`src/rtl/div_unit_pkg.sv`:
```
// Shared CPU defines for the divider: FSM state encoding and default datapath width.
// Latency: n/a (types and constants only).
// Backpressure: n/a.
package div_unit_pkg;

   localparam int DEFAULT_WIDTH = 32;

   typedef enum logic [1:0] {
      IDLE = 2'd0,
      RUN  = 2'd1,
      DONE = 2'd2
   } div_state_t;

endpackage

```
`src/rtl/div_unit_step.sv`:
```
// Combinational restoring shift-subtract chain resolving BITS_PER_CYCLE quotient bits.
// Latency: 0 cycles (pure combinational).
// Backpressure: none; the caller decides when to register the outputs.
//
// Ports:
//   rem_in / rem_out : partial remainder before/after the chain (always < divisor)
//   quo_in / quo_out : dividend bits shifting out the top, quotient bits shifting in the bottom
//   divisor          : divisor magnitude
module div_step #(
   parameter int WIDTH          = 32,
   parameter int BITS_PER_CYCLE = 1
) (
   input  logic [WIDTH-1:0] rem_in,
   input  logic [WIDTH-1:0] quo_in,
   input  logic [WIDTH-1:0] divisor,
   output logic [WIDTH-1:0] rem_out,
   output logic [WIDTH-1:0] quo_out
);

   logic [WIDTH-1:0] r;
   logic [WIDTH-1:0] q;
   logic [WIDTH:0]   trial;
   logic             ge;

   always_comb begin
      r     = rem_in;
      q     = quo_in;
      trial = '0;
      ge    = 1'b0;
      for (int i = 0; i < BITS_PER_CYCLE; i++) begin
         // Remainder stays below the divisor, so the shifted trial needs one extra bit.
         trial = {r, q[WIDTH-1]};
         ge    = (trial >= {1'b0, divisor});
         if (ge) begin
            r = WIDTH'(trial - {1'b0, divisor});
         end else begin
            r = trial[WIDTH-1:0];
         end
         q = {q[WIDTH-2:0], ge};
      end
      rem_out = r;
      quo_out = q;
   end

endmodule

```
`src/rtl/div_unit.sv`:
```
// Iterative signed/unsigned integer divider (DIV/DIVU) with cancel.
// Latency: WIDTH/BITS_PER_CYCLE+1 cycles start-to-valid; 1 cycle for divide-by-zero.
// Backpressure: busy stalls the pipeline while running; start outside IDLE is dropped.
//
// Ports:
//   clk, rst (sync, active-low), start, signed_i, a (dividend), b (divisor), cancel
//   busy (stall request), valid (one-cycle result pulse), quotient, remainder, div_by_zero
module div_unit
   import div_unit_pkg::*;
#(
   parameter int WIDTH          = DEFAULT_WIDTH,
   parameter int BITS_PER_CYCLE = 1
) (
   input  logic             clk,
   input  logic             rst,
   input  logic             start,
   input  logic             signed_i,
   input  logic [WIDTH-1:0] a,
   input  logic [WIDTH-1:0] b,
   input  logic             cancel,
   output logic             busy,
   output logic             valid,
   output logic [WIDTH-1:0] quotient,
   output logic [WIDTH-1:0] remainder,
   output logic             div_by_zero
);

   localparam int STEPS = WIDTH / BITS_PER_CYCLE;
   localparam int CNT_W = $clog2(STEPS + 1);

   div_state_t       state;
   logic [CNT_W-1:0] cnt;
   logic [WIDTH-1:0] rem_r;
   logic [WIDTH-1:0] quo_r;
   logic [WIDTH-1:0] dvsr_r;
   logic [WIDTH-1:0] rem_nxt;
   logic [WIDTH-1:0] quo_nxt;
   logic             q_neg;
   logic             r_neg;

   logic             a_neg;
   logic             b_neg;
   logic [WIDTH-1:0] a_abs;
   logic [WIDTH-1:0] b_abs;

   // Magnitudes: the most-negative value maps to itself, which is its correct unsigned magnitude.
   assign a_neg = signed_i & a[WIDTH-1];
   assign b_neg = signed_i & b[WIDTH-1];
   assign a_abs = a_neg ? -a : a;
   assign b_abs = b_neg ? -b : b;

   assign busy = (state == RUN) | ((state == IDLE) & start & ~cancel);

   div_step #(
      .WIDTH          (WIDTH),
      .BITS_PER_CYCLE (BITS_PER_CYCLE)
   ) u_step (
      .rem_in  (rem_r),
      .quo_in  (quo_r),
      .divisor (dvsr_r),
      .rem_out (rem_nxt),
      .quo_out (quo_nxt)
   );

   always_ff @(posedge clk) begin
      if (!rst) begin
         state       <= IDLE;
         cnt         <= '0;
         valid       <= 1'b0;
         quotient    <= '0;
         remainder   <= '0;
         div_by_zero <= 1'b0;
         rem_r       <= '0;
         quo_r       <= '0;
         dvsr_r      <= '0;
         q_neg       <= 1'b0;
         r_neg       <= 1'b0;
      end else if (cancel) begin
         // Abort: results from the previous completed operation are left untouched.
         state <= IDLE;
         valid <= 1'b0;
      end else begin
         valid <= 1'b0;
         unique case (state)
            IDLE: begin
               if (start) begin
                  if (b == '0) begin
                     // Divide-by-zero resolves immediately with the architectural result.
                     state       <= DONE;
                     valid       <= 1'b1;
                     quotient    <= '1;
                     remainder   <= a;
                     div_by_zero <= 1'b1;
                  end else begin
                     state  <= RUN;
                     cnt    <= '0;
                     rem_r  <= '0;
                     quo_r  <= a_abs;
                     dvsr_r <= b_abs;
                     q_neg  <= a_neg ^ b_neg;
                     r_neg  <= a_neg;
                  end
               end
            end
            RUN: begin
               rem_r <= rem_nxt;
               quo_r <= quo_nxt;
               cnt   <= cnt + CNT_W'(1);
               if (cnt == CNT_W'(STEPS - 1)) begin
                  // Last iteration: publish the sign-corrected step outputs directly.
                  state       <= DONE;
                  valid       <= 1'b1;
                  quotient    <= q_neg ? -quo_nxt : quo_nxt;
                  remainder   <= r_neg ? -rem_nxt : rem_nxt;
                  div_by_zero <= 1'b0;
               end
            end
            DONE: begin
               state <= IDLE;
            end
            default: begin
               state <= IDLE;
            end
         endcase
      end
   end

endmodule

```
`config.mk`:
```
export PLATFORM = sky130hd
export DESIGN_NAME = div_unit
export DESIGN_NICKNAME = d
export VERILOG_FILES = /design/src/rtl/div_unit_pkg.sv /design/src/rtl/div_unit_step.sv /design/src/rtl/div_unit.sv
export SDC_FILE = /design/constraint.sdc
export NUM_CORES = 1
export LEC_CHECK = 0
export ABC_CLOCK_PERIOD_IN_PS = 4700
export CAP_MARGIN = 25
export CELL_PAD_IN_SITES_DETAIL_PLACEMENT = 2
export CELL_PAD_IN_SITES_GLOBAL_PLACEMENT = 2
export CORE_MARGIN = 10
export CORE_UTILIZATION = 31
export CTS_BUF_LIST = sky130_fd_sc_hd__clkbuf_4
export DETAILED_ROUTE_END_ITERATION = 6
export HOLD_SLACK_MARGIN = 0.06
export PLACE_DENSITY = 0.84
export SYNTH_ARGS = -nofsm -noshare
export SYNTH_HDL_FRONTEND = slang
export SYNTH_SLANG_ARGS = --single-unit
export TNS_END_PERCENT = 30
```
`constraint.sdc`:
```
create_clock -name clk -period 4.7 [get_ports clk]
set_input_delay 1.41 -clock clk [delete_from_list [all_inputs] [get_ports clk]]
set_output_delay 1.41 -clock clk [all_outputs]
set_load 0.005 [all_outputs]
```
Word-level counts from Yosys, hierarchy flattened
Index checks and enable logic that the tools add are counted.
{ "word_totals": {"register_bits": 172, "in_bits": 69, "out_inout_bits": 67, "wordCells": 75} }
{ "op_classes": {"addsub": 6, "magnitude_cmp": 1, "n_eq_ne": 6, "muxes": 34, "bitwise": 9, "reduce_logical": 8} }
{ "ops": {"columns": ["operator", "n"], "rows": [
  ["two-way mux 32 bit", 15],
  ["one-hot mux 32 bit (2 select lines)", 4],
  ["negator 32 bit", 4],
  ["greater-or-equal comparator 33 x 32 -> 1 bit", 1],
  ["zero test 32 bit", 1],
  ["subtractor 32 bit", 1],
  ["two-way mux 6 bit", 2],
  ["one-hot mux 6 bit (2 select lines)", 1],
  ["AND reduction 4 bit", 2],
  ["adder 6 x 1 -> 6 bit (second input constant)", 1],
  ["equality test 6 x 5 -> 1 bit (second input constant)", 1],
  ["two-way mux 1 bit", 6],
  ["two-way mux 2 bit", 3],
  ["AND reduction 5 bit", 1],
  ["AND 1 bit", 4],
  ["!= test 2 x 1 -> 1 bit (second input constant)", 2],
  ["!= test 2 bit (second input constant)", 2],
  ["one-hot mux 1 bit (2 select lines)", 2],
  ["one-hot mux 2 bit (2 select lines)", 1],
  ["NOT 1 bit", 3],
  ["equality test 2 x 1 -> 1 bit (second input constant)", 1],
  ["zero test 2 bit", 1],
  ["AND reduction 2 bit", 1],
  ["nonzero test 2 bit", 1],
  ["3 further kinds", 3]
]} }

Logic depth before layout (Yosys ltp)
{ "logic_depth": {"word_depth": 6, "ltp_mapped": 23, "mapped_depth_nobuf": 19} }

Cells and area by module
A second synthesis with hierarchy kept.
{ "hier_totals": {"cells_unflattened": 1579, "hier_area_um2": 12203.0} }
{ "by_module_without_submodules": {"columns": ["mod", "instances", "cells_per_inst", "area_per_inst_um2", "seq_area_each_um2"], "rows": [
  ["div_unit", 1, 1214, 9536.6, 3443.3],
  ["div_step", 1, 365, 2666.3, 0.0]
]} }

Worst setup path before layout
Ideal clock, no wire load.
{ "synth_timing": {"path_kind": "flip-flop to flip-flop", "start": "reg dvsr_r[10]", "end": "reg remainder[26]", "setup_ps": 136, "t_arrival_ps": 4818, "t_required_ps": 4564, "slack_ps": -254, "path_stages_with_launch": 22, "n_path_buf": 4, "period_less_slack_ps": 4954, "cell_sequence": "dfxtp_1 inv_1 ha_1 buf_2 nand4_4 or4_1 a21oi_2 o31ai_4 nand2_2 buf_2 buf_2 buf_2 mux2i_1 ha_1 inv_1 or4_1 nor3_1 a41o_1 nand3_4 or4_4 a41oi_1 a31oi_1"} }
{ "synth_between": {"elab_chain_cells": 6, "elab_cells_between_ends": 7, "classes_between": "2 x add/sub; 1 x order compare; 4 x mux"} }
{ "synth_lines": {"columns": ["element", "line_no", "source"], "rows": [
  ["start, declared", "div_unit.sv:35", "logic [WIDTH-1:0] dvsr_r;"],
  ["start signal, assigned", "div_unit.sv:99", "dvsr_r <= b_abs;"],
  ["subtractor 32 bit or greater-or-equal comparator 33 x 32 -> 1 bit (tied branches)", "div_unit_step.sv:35, div_unit_step.sv:33", null],
  ["two-way mux 32 bit (*)", "div_unit_step.sv:34", "if (ge) begin"],
  ["negator 32 bit", "div_unit.sv:114", "remainder <= r_neg ? -rem_nxt : rem_nxt;"],
  ["two-way mux 32 bit (*)", "div_unit.sv:114", null],
  ["two-way mux 32 bit (*)", "div_unit.sv:109", "if (cnt == CNT_W'(STEPS - 1)) begin"],
  ["one-hot mux 32 bit (2 select lines) (*)", "div_unit.sv:84", "unique case (state)"],
  ["end signal, assigned", "div_unit.sv:114", null],
  ["end, declared", "div_unit.sv:24", "output logic [WIDTH-1:0] remainder,"]
]} }
Mark *: on every way between the ends. The rest lies on a longest branch, timed or not. The select of a mux whose other input is x is not followed.
A chain may end at the register's enable or synchronous reset.

Worst setup path after layout
{ "layout_timing": {"start": "reg dvsr_r[3]", "end": "reg remainder[26]"} }
Same word-level chain as after synthesis.

==> metrics.csv <==
stage,metric,value,unit
place,gp_congestion,0.904,
detailed_routing,drc_errors,0,
detailed_routing,wl,49.3,mm
yosys,synthFlopType,dfxtp_1,
die,die_y,214,microns
yosys,synth-compound-area-share,28.1,%
worst_setup_path,crit_type,flop to flop,
power,ir_worst_vdd,0.141,mV
yosys,synth.ff_latch_count,172,
die,die_area,45900,sq um
power,p_switching,1.25,mW
sta,min_period_over_period,96.7,%
power,power_density,226,nW/um^2
die,fp-row-count,71,
global_routing,grt_pass1_wl,77.4,mm
detailed_routing,avgViaCountPerCell,5.60,
detailed_routing,drt_iter0_markers,655,
power,combPwrFrac,27.8,%
yosys,synth_xor_area_share,9.96,%
die,die-width,214,microns
worst_setup_path,slowest_delay,0.57,ns
place,place_inst,2214,
worst_setup_path,cp_cell_sequence,inv_1 -> ha_1 -> nand3_2 -> nor4_4 -> a31oi_1 -> o22a_1 -> nand2_4 -> mux2i_4 -> ha_2 -> inv_1 -> or4_4 -> nor3_2 -> a41o_1 -> nand3_4 -> or4_4 -> nor4_2 -> a41oi_1 -> a31oi_1,
layout,drive_above_1_share,13.0,%
yosys,syn_inst,1558,
global_routing,grtUsageTotal,20.6,%
power,seqPwrFrac,46.1,%
run_status,status,"complete, no violations",
yosys,synthMuxAreaShare,1.62,%
power,swShare,37.3,%
clocking,cts_max_path_buffers,2,
yosys,synthAdderAreaFrac,4.13,%
yosys,async_reset_ff_share,0,%
worst_setup_path,worst-path-buf-inv,2,
worst_setup_path,critPathSlowestCell,or4_4,
yosys,synth-simple-area-share,21.8,%
clocking,cts-htree-levels,4,
sta,clock_skew,0.0308,ns
place,pre_cts_slack,-0.464,ns
detailed_routing,antenna_left,0,
power,cellLeakagePower,5.53,nW
yosys,synth_cell_types,93,
clocking,cts_buffers,17,
sta,finalHoldViolCount,0,
min_path,hold_class,flop to flop,
global_routing,antenna_found_initial,1,
worst_setup_path,worstPathArrival,5.11,ns
sta,slew_headroom,38.7,%
die,core,37400,sq um
power,p_int,2.09,mW
clocking,cts.sinks,172,
yosys,ys_seq_area_share,29.5,%
layout,nNetsFinal,1831,
yosys,synth_area_leaders,"dfxtp_1, nor2_1, a21oi_1, xnor2_1, xor2_1",
sta,min_period,4.54,ns
place,numPortBuffers,135,
yosys,synth_commonest_cells,"nor2_1, dfxtp_1, a21oi_1, nand2_1, o21ai_0",
sta,drv_slew,0,
power,p_clk_share,26.2,%
worst_setup_path,cp-start-kind,flop,
clocking,ctsHoldBuffers,0,
place,dp_hpwl,37.9,mm
worst_setup_path,cp_top_family,simple AND/OR/NAND/NOR gates,
clocking,cts_tree,built,
clocking,cts_setup_buffers,0,
detailed_routing,via_count,12582,
job,maxCapViolCount,0,
yosys,syn-cell-area,11700,sq um
global_routing,grt.overflow.total,0,
layout,synthToLayoutAreaGrowth,26.4,%
sta,rsz0062_at_grt,true,
die,pin_count,136,
worst_setup_path,crit_fanout,6,
yosys,yosysMostFrequentCell,nor2_1,
clocking,root_buffer,clkbuf_4,
sta,max_freq,0.220,GHz
yosys,synth_top_family_by_area,compound AO/OA/AOI/OAI gates,
yosys,synth_area_leader_cell,dfxtp_1,
sta,tightest_slew,0.919,ns
sta,setup_viol,0,
worst_setup_path,end_kind,flop,
yosys,synth-edff-count,0,
global_routing,grt_pass1_vias,13644,
yosys,syn_area_per_cell,7.50,sq um
layout,layoutNonFillerInstCount,2248,
detailed_routing,drt_pre_antenna_iters,5,
clocking,clock_latency,0.63,ns
clocking,clk_pin_slew,0.17,ns
yosys,syn-num-nets,1665,
detailed_routing,wl_per_cell,21.9,microns
yosys,synth_top_area_share,29.5,%
worst_setup_path,critPathRequiredTime,5.27,ns
yosys,synth_warnings,0,
global_routing,grt_start_max_net_pins,100,
die,start_util,31.3,%
sta,final.setup.worst_slack,0.156,ns
==> per-layer routing <==
metal	share of wire, %	vias up	global-route usage (%)	wire length (microns)
met2	50	224	36.7	24800
li1	-	5975	-	-
met5	0	-	0	0
met3	2.8	53	2.61	1370
met1	45	6330	25.3	22100
met4	2.1	0	6.12	1050
==> kinds of logic (layout without fill, tap and decap cells) <==
group / count (synthesis) / in the layout
buf+inv: 148 / 326
compound gates: 499 / 499
other cells: 0 / 1
flops: 172 / 172
mux: 18 / 18
simple gates: 550 / 550
fa+ha+maj: 38 / 38
xor+xnor: 133 / 133
==> flip-flops by register name (all words and copies together) (netlist names) <==
register,flops
quotient,32
cnt,6
state,2
r_neg,1
rem_r,32
dvsr_r,32
q_neg,1
valid,1
remainder,32
div_by_zero,1
quo_r,32
==> layout by cell type (no fill, tap or decap), types with 53 or more instances in the layout <==
cell type	synthesis	routed
dfxtp_1	172	167
clkdlybuf4s50_1	0	134
buf_4	1	95
inv_1	53	53
xor2_1	66	66
o21ai_0	85	83
nand2_1	128	127
nor2_1	240	240
a21oi_1	162	159
a211oi_1	65	63
xnor2_1	67	67
==> worst reg2reg max path, stage by stage, from the launching register on <==
cell     delay, ns
dfxtp_1       0.34
inv_1         0.08
ha_1          0.35
nand3_2       0.15
nor4_4        0.39
a31oi_1       0.18
o22a_1        0.30
nand2_4       0.15
mux2i_4       0.26
ha_2          0.22
inv_1         0.06
or4_4         0.50
nor3_2        0.20
a41o_1        0.19
nand3_4       0.13
or4_4         0.57
nor4_2        0.17
a41oi_1       0.07
a31oi_1       0.18
==> worst paths after layout <==
kind,from,to,slack (ns),depth (start not counted)
setup / recovery,dvsr_r[3],remainder[26],0.16,18
hold / removal,dvsr_r[31],dvsr_r[31],0.48,2
setup reg to reg,dvsr_r[3],remainder[26],0.16,18
hold reg to reg,dvsr_r[31],dvsr_r[31],0.48,2
==> power by group through the flow <==
stage	logic [mW]	clock network (mW)	registers (mW)
after global placement	0.832	0	1.57
after floorplan	0.528	0	1.56
after detailed placement	0.877	0	1.57
after global routing	1.02	0.944	1.54
final	0.927	0.874	1.54
after CTS	0.891	0.891	1.54
==> cell type report <==
class	count	area (sq um)
multi-input combinational	1238	7940
fill	4319	22600
clock inverter	14	130
tap	511	639
antenna	1	2.50
inverter	55	209
sequential	172	3450
clock buffer	17	128
timing repair buffer	240	2270
==> what timing repair did <==
| action | CTS | global route |
|---|---|---|
| pin swaps | 2 | 8 |
| setup endpoints to repair | 9 | 14 |
| endpoints found under the hold margin | 0 | 0 |
| resized for setup | 9 | 45 |
==> per-stage QoR <==
step                total power [mW]  util, %  area, sq um  hold slack [ns]  TNS (ns)
global route                    3.51     39.5        14800            0.507    -0.122
global placement                2.40     38.0        14200            0.441     -7.32
floorplan                       2.08        -        11700            0.432         0
CTS                             3.32     38.8        14500            0.482         0
detailed placement              2.45     38.0        14200            0.460    -22.43
finish                          3.34     39.5        14800            0.481         0
Power figures use the tool's default switching activity.
